--- config.mk ---
export PLATFORM = sky130hd
export DESIGN_NAME = ofifo_drain_ctrl_flat
export DESIGN_NICKNAME = d
export VERILOG_FILES = /design/src/rtl/ofifo_drain_ctrl_if.sv /design/src/rtl/ofifo_drain_ctrl.sv /design/src/flat_wrapper.sv
export SDC_FILE = /design/constraint.sdc
export NUM_CORES = 1
export LEC_CHECK = 0
export ABC_AREA = 1
export CORE_ASPECT_RATIO = 1.2
export CORE_MARGIN = 2
export CORE_UTILIZATION = 47
export CTS_CLUSTER_SIZE = 25
export DETAILED_ROUTE_END_ITERATION = 10
export GPL_TIMING_DRIVEN = 0
export PLACE_DENSITY = 0.77
export SLEW_MARGIN = 20
export SYNTH_ARGS = -nofsm -noshare
export SYNTH_HDL_FRONTEND = slang
export SYNTH_SLANG_ARGS = --single-unit
export TNS_END_PERCENT = 50
--- constraint.sdc ---
create_clock -name clk -period 1.9 [get_ports clk]
set_clock_uncertainty 0.2 [all_clocks]
set_input_delay 0.285 -clock clk [delete_from_list [all_inputs] [get_ports clk]]
set_output_delay 0.285 -clock clk [all_outputs]
set_load 0.02 [all_outputs]
--- src/rtl/ofifo_drain_ctrl_if.sv ---
// OFIFO pop / SRAM write bundle between the drain controller,
// the array output FIFO and the scratchpad write port.
interface ofifo_drain_ctrl_if #(
  parameter int ADDR_W = 11
);

  logic              ofifo_valid;
  logic              ofifo_rd;
  logic              sram_wen;
  logic [ADDR_W-1:0] sram_addr;

  modport master (
    input  ofifo_valid,
    output ofifo_rd,
    output sram_wen,
    output sram_addr
  );

  modport slave (
    output ofifo_valid,
    input  ofifo_rd,
    input  sram_wen,
    input  sram_addr
  );

endinterface

--- src/rtl/ofifo_drain_ctrl.sv ---
// Drains one tile of ROWS output rows from the OFIFO into SRAM,
// one pop at a time, writing each row RD_LAT cycles after its pop.
module ofifo_drain_ctrl #(
  parameter int ROWS   = 8,
  parameter int ADDR_W = 11,
  parameter int RD_LAT = 2,
  parameter int CNT_W  = 8
) (
  input  logic               clk,
  input  logic               reset,
  input  logic               start,
  input  logic [ADDR_W-1:0]  base_addr,
  ofifo_drain_ctrl_if.master bus,
  output logic               busy,
  output logic               done,
  output logic [CNT_W-1:0]   rows_written
);

  localparam int HW = (RD_LAT > 1) ? $clog2(RD_LAT) : 1;

  typedef enum logic [2:0] {
    IDLE,
    WAIT,
    READ,
    HOLD,
    FLUSH,
    DONE
  } state_e;

  state_e state_q;
  state_e state_d;

  logic [ADDR_W-1:0] base_q;
  logic [ADDR_W-1:0] base_d;
  logic [CNT_W-1:0]  issued_q;
  logic [CNT_W-1:0]  issued_d;
  logic [CNT_W-1:0]  written_q;
  logic [CNT_W-1:0]  written_d;
  logic [HW-1:0]     hold_q;
  logic [HW-1:0]     hold_d;
  logic [RD_LAT-1:0] sr_q;
  logic [RD_LAT-1:0] sr_d;

  logic rd;
  logic wen;
  logic hold_last;
  logic more_rows;
  logic all_written;

  assign hold_last   = (hold_q == HW'(RD_LAT - 1));
  assign more_rows   = (issued_q < CNT_W'(ROWS));
  assign all_written = (written_q == CNT_W'(ROWS));

  // Write strobe is the pop delayed by the OFIFO read latency.
  assign wen = sr_q[RD_LAT-1];

  always_ff @(posedge clk) begin
    if (reset) begin
      state_q <= IDLE;
    end else begin
      state_q <= state_d;
    end
  end

  always_comb begin
    state_d = state_q;
    unique case (state_q)
      IDLE: begin
        if (start) begin
          state_d = WAIT;
        end
      end
      WAIT: begin
        if (bus.ofifo_valid) begin
          state_d = READ;
        end
      end
      READ: begin
        state_d = HOLD;
      end
      HOLD: begin
        if (hold_last) begin
          state_d = more_rows ? WAIT : FLUSH;
        end
      end
      FLUSH: begin
        if (all_written) begin
          state_d = DONE;
        end
      end
      DONE: begin
        state_d = IDLE;
      end
      default: begin
        state_d = IDLE;
      end
    endcase
  end

  always_comb begin
    rd   = 1'b0;
    busy = 1'b1;
    done = 1'b0;
    unique case (state_q)
      IDLE:    busy = 1'b0;
      READ:    rd   = 1'b1;
      DONE:    done = 1'b1;
      default: busy = 1'b1;
    endcase
  end

  always_comb begin
    base_d    = base_q;
    issued_d  = issued_q;
    written_d = written_q;
    hold_d    = hold_q;
    sr_d      = RD_LAT'({sr_q, rd});
    if (wen) begin
      written_d = written_q + CNT_W'(1);
    end
    if (state_q == READ) begin
      issued_d = issued_q + CNT_W'(1);
      hold_d   = '0;
    end
    if (state_q == HOLD) begin
      hold_d = hold_q + HW'(1);
    end
    if (state_q == IDLE && start) begin
      base_d    = base_addr;
      issued_d  = '0;
      written_d = '0;
    end
  end

  always_ff @(posedge clk) begin
    if (reset) begin
      base_q    <= '0;
      issued_q  <= '0;
      written_q <= '0;
      hold_q    <= '0;
      sr_q      <= '0;
    end else begin
      base_q    <= base_d;
      issued_q  <= issued_d;
      written_q <= written_d;
      hold_q    <= hold_d;
      sr_q      <= sr_d;
    end
  end

  assign bus.ofifo_rd  = rd;
  assign bus.sram_wen  = wen;
  assign bus.sram_addr = base_q + ADDR_W'(written_q);
  assign rows_written  = written_q;

endmodule
--- src/flat_wrapper.sv ---
// flat-port wrapper written by rule: the top's interface ports become plain ports
module ofifo_drain_ctrl_flat 
#(
  parameter int ROWS   = 8,
  parameter int ADDR_W = 11,
  parameter int RD_LAT = 2,
  parameter int CNT_W  = 8
)
  (clk, reset, start, base_addr, busy, done, rows_written, bus_ofifo_valid, bus_ofifo_rd, bus_sram_wen, bus_sram_addr);
  ofifo_drain_ctrl_if #(.ADDR_W(ADDR_W)) bus_i ();
  input  logic clk;
  input  logic reset;
  input  logic start;
  input  logic [ADDR_W-1:0] base_addr;
  output logic busy;
  output logic done;
  output logic [CNT_W-1:0] rows_written;
  input wire logic [$bits(bus_i.ofifo_valid)-1:0] bus_ofifo_valid;
  output wire logic [$bits(bus_i.ofifo_rd)-1:0] bus_ofifo_rd;
  output wire logic [$bits(bus_i.sram_wen)-1:0] bus_sram_wen;
  output wire logic [$bits(bus_i.sram_addr)-1:0] bus_sram_addr;
  assign bus_i.ofifo_valid = bus_ofifo_valid;
  assign bus_ofifo_rd = bus_i.ofifo_rd;
  assign bus_sram_wen = bus_i.sram_wen;
  assign bus_sram_addr = bus_i.sram_addr;
  ofifo_drain_ctrl #(.ROWS(ROWS), .ADDR_W(ADDR_W), .RD_LAT(RD_LAT), .CNT_W(CNT_W)) u_core (.clk(clk), .reset(reset), .start(start), .base_addr(base_addr), .bus(bus_i), .busy(busy), .done(done), .rows_written(rows_written));
endmodule
==> results of run 1 <==
-- through the flow --
| stage | instance area (µm²) | utilization (%) |
|---|---|---|
| after floorplan | 2040 | - |
| after global placement | 2480 | 62.5 |
| after detailed placement | 2480 | 62.5 |
| after CTS | 2790 | 70.3 |
| after global routing | 2890 | 72.8 |
| final | 2890 | 72.8 |
-- routing by layer --
metal | part of all wire (%) | vias to the layer above | GRT usage (%)
li1 | - | 1064 | -
met1 | 39 | 925 | 22.6
met2 | 52 | 62 | 46.0
met3 | 4.9 | 17 | 5.08
met4 | 4.1 | 0 | 13.3
met5 | 0 | - | 0
-- sequential cells by signal (all words and copies together) (netlist names) --
| signal | cells |
|---|---|
| u_core.sr_q | 2 |
| u_core.state_q | 3 |
| u_core.base_q | 11 |
| u_core.rows_written | 8 |
| u_core.hold_last | 1 |
| u_core.issued_q | 8 |
-- final cells by class --
| class | count | area share (%) |
|---|---|---|
| clock buffer | 5 | 2.38 |
| buffer | 4 | 0.649 |
| multi-input combinational | 215 | 48.1 |
| timing repair buffer | 53 | 16.5 |
| sequential | 33 | 24.1 |
| tap | 54 | 2.34 |
| inverter | 41 | 5.32 |
| clock inverter | 3 | 0.606 |
-- cell usage after synthesis --
cell,n,area share [%]
o21ai_0,16,4.1
dfxtp_1,33,33
nand3_1,21,5.3
inv_2,3,0.57
nand3b_1,1,0.38
nor3b_1,2,0.76
clkbuf_1,1,0.19
xnor2_1,2,0.89
nor3_4,1,0.82
o21bai_1,1,0.38
buf_2,2,0.51
nor2_1,39,7.4
nand2_4,1,0.57
o21bai_2,1,0.57
nand2_2,1,0.32
nor2_4,2,1.1
fa_1,1,1.0
a21oi_1,28,7.1
nor3_1,4,1.0
nor3b_2,1,0.63
clkbuf_2,1,0.25
nand4_1,5,1.6
ha_1,11,7.0
a31oi_1,1,0.32
nand3_2,1,0.51
nor2_2,2,0.63
and3_1,1,0.32
nand2_1,66,13
inv_1,38,7.2
xor2_1,5,2.2
or2_0,1,0.32
-- cells by family after synthesis --
| kind of cell | count (synthesis) | synth area share [%] |
|---|---|---|
| buffers and inverters | 45 | 8.74 |
| and+or+nand+nor | 149 | 34.3 |
| xor gates and xnor gates | 7 | 3.11 |
| AOI/OAI and AO/OA | 47 | 12.4 |
| DFF | 33 | 33.5 |
| adders and majority gates | 12 | 7.98 |
-- repair_timing --
| item | CTS | global route |
|---|---|---|
| resized for setup | 100 | 20 |
| setup buffers | 13 | 3 |
| setup endpoints to repair | 16 | 15 |
| pin swaps | 20 | 9 |
-- power by group through the flow --
stage	registers, mW	clock network [mW]	logic, mW
floorplan	0.892	0	0.653
global placement	0.910	0	0.944
detailed placement	0.913	0	0.948
CTS	0.919	0.544	1.02
global route	0.941	0.568	1.20
finish	0.924	0.520	1.09
-- worst max-delay path by stage --
stage	from	endpoint	cells past startpoint
6_report	u_core.rows_written[0]	bus_sram_addr[10]	8
5_1_grt	u_core.rows_written[5]	bus_sram_addr[10]	10
4_1_cts	u_core.rows_written[0]	bus_sram_addr[6]	7
3_5_place_dp	u_core.rows_written[6]	bus_sram_addr[10]	8
3_3_place_gp	u_core.rows_written[6]	bus_sram_addr[10]	8
2_1_floorplan	u_core.rows_written[0]	bus_sram_addr[6]	6
-- worst reg2reg max path, stage by stage (launching register included) --
cell,delay [ns]
dfxtp_4,0.37
buf_4,0.15
inv_1,0.07
ha_1,0.15
nand3_1,0.14
o21ai_1,0.24
nand3_1,0.12
nand2_1,0.08
nor2_1,0.04
==> impl_results.md, run 1 <==
- Maximum operating frequency: 441 MHz
- Most common library cell in the layout ignoring fill and taps: nand2_1
- Static leakage: ~1.4 nW
- Count of hold buffers inserted by post-cts repair: 0
- Routed WL per cell: roughly 13 µm
- Number of buffers inserted during clock tree synthesis: 5
- Nature of the critical path startpoint: flip-flop
- DRC violation total after the first TritonRoute iteration: 64
- Routed Wire Length: 5.41 mm
- Peak per-stage delay on the critical path: 0.35 ns
- Kind of cell adding the most delay to the critical path: adder cells
- CTS tree: done
- Net total in the final layout: 380
- Syn nets: 320
- WS Path Type: reg -> out
- Global-route wire length before repair: 8.40 mm
- Maximum Capacitance Violations: 0
- Violated checks: setup timing
- Average cell area after synthesis: ~6.7 µm²
- Cell chosen for the clock root: clkbuf_8
- Multi-input gate area in the final layout: 1390 µm²
- Crit-path cells: ha_4 > fa_2 > buf_4 > nand3_2 > nand3_1 > nand2_1 > nand2_1 > buf_4
- Clock-pin slew on the worst setup and hold paths: 0.07 ns
- Hold Path End: u_core.sr_q[1]
- Fraction of layout instances using a drive strength above 1: 29.1%
- Storage cell area: 697 µm²
- Worst-case register-to-register setup slack: 0.24 ns
- H-tree depth: 2
- Final count of negative-setup-slack endpoints: 10
- Bufs and invs on worst path: 2
- Worst ir drop on vdd: 0.741 mV
- Largest fanout on the critical path: 2
- Critical path capture point type: output port
- Most frequent cells in the layout: nand2_1, nor2_1, inv_1, a21oi_1, buf_4
- Fraction of power spent switching nets: 40.5%
- Unrepaired setup endpoints after global routing: true
- Clock sink count: 33
- Final Hold Vio Count: 0
- Setup TNS: -2.00 ns
- Remaining antenna violation count after routing: 0
- Outcome: complete, but fails checks
- Post-route setup slack: -0.369 ns
- Horizontal extent of the die: 63.2 µm
- Remaining routing DRC violations: 0
- Floorplan die area: approximately 4700 µm²
- Fill cell instance count of the final layout: roughly 320
- PnR Total Power: 2.53 mW
- Sequential cell area fraction in the yosys report: 33.5%
- Synthesis-stage register bit count: 33
- Hold Path Origin: u_core.sr_q[0]
- Pwr/cell area: ~880 nW/µm²
- Relative contribution of combinational cells to total power: 42.9%
- Worst endpoint required time: 1.41 ns
- Skew-Pair Late Insertion Delay: a little under 0.3 ns
- Cell depth of the worst hold path: 2
- Number of buffers between clock root and the deepest sink: 2
- Distinct cell type count of the synthesized netlist: 31
- Total count of max-transition violations in the final report: 0
- Post-Synthesis Cell Area: between 1500 and 2000 µm²
- Vias in the first global route: 1974
- Iteration count of the initial detailed-routing pass: 5
- Syn Inst Count: 293
- Tightest Pin Transition: 0.375 ns
- Startpoint of the most critical register-to-register path: u_core.rows_written[1]
- Routed vias: 2068
- Rel. slew slack: 75.0%
- Largest net degree at the start of global routing: 12
- Worst Path Arrival: 1.78 ns
- Congestion Overflow GR: 0
- Sw Pwr: 1.03 mW
- Cells on worst reg2reg path: 8
- Number of synthesis warnings: 0
- Post-route non-filler standard cell count: 408
- Avg Vias per Cell: 5.07
- Antenna violations before repair: 0
- Worst hold path class: reg -> reg
- Internal power of the cells: around 1.5 mW
- Clock network fraction of design power: between 20% and 30%
- Total of buffers placed on input and output ports: 37
- Starting density of the core: 49.7%
- Tmin final: 2.27 ns
- Reg power frac: 36.5%
- Capture instance of the worst register-to-register path: u_core.state_q[0]
- I/O pin count: 38
- Area added between synthesis and finish: 46.5%
- Cell at the slowest stage of the critical path: dfxtp_4
- Worst slack on hold paths: 0.207 ns
- Height of the die: between 70 and 80 µm
- Setup slack after placement: -0.705 ns
- Final weighted congestion of routability-driven global placement: 0.955
- Core area: 3970 µm²
- Floorplan row count: 25
- Antenna Cells: 0
- Total track usage: 23.3%
- Placed Cells incl. Taps: 384
- Share of the clock period used by the worst path after layout: 119%
- DPL Wire Length: 3.47 mm
Power figures use the tool's default switching activity.
==> run 2: changes to the inputs <==
--- a/config.mk
+++ b/config.mk
@@ -9,7 +9,7 @@
 export CORE_ASPECT_RATIO = 1.2
 export CORE_MARGIN = 2
 export CORE_UTILIZATION = 47
-export CTS_CLUSTER_SIZE = 25
+export CTS_CLUSTER_SIZE = 8
 export DETAILED_ROUTE_END_ITERATION = 10
 export GPL_TIMING_DRIVEN = 0
 export PLACE_DENSITY = 0.77
==> results of run 2 <==
The final DEF is identical to that of run 1; final timing and power are the same.
==> run 3: changes to the inputs <==
--- a/config.mk
+++ b/config.mk
@@ -13,7 +13,7 @@
 export DETAILED_ROUTE_END_ITERATION = 10
 export GPL_TIMING_DRIVEN = 0
 export PLACE_DENSITY = 0.77
-export SLEW_MARGIN = 20
+export SLEW_MARGIN = 25
 export SYNTH_ARGS = -nofsm -noshare
 export SYNTH_HDL_FRONTEND = slang
 export SYNTH_SLANG_ARGS = --single-unit
==> results of run 3 <==
The final DEF is identical to that of run 1; final timing and power are the same.
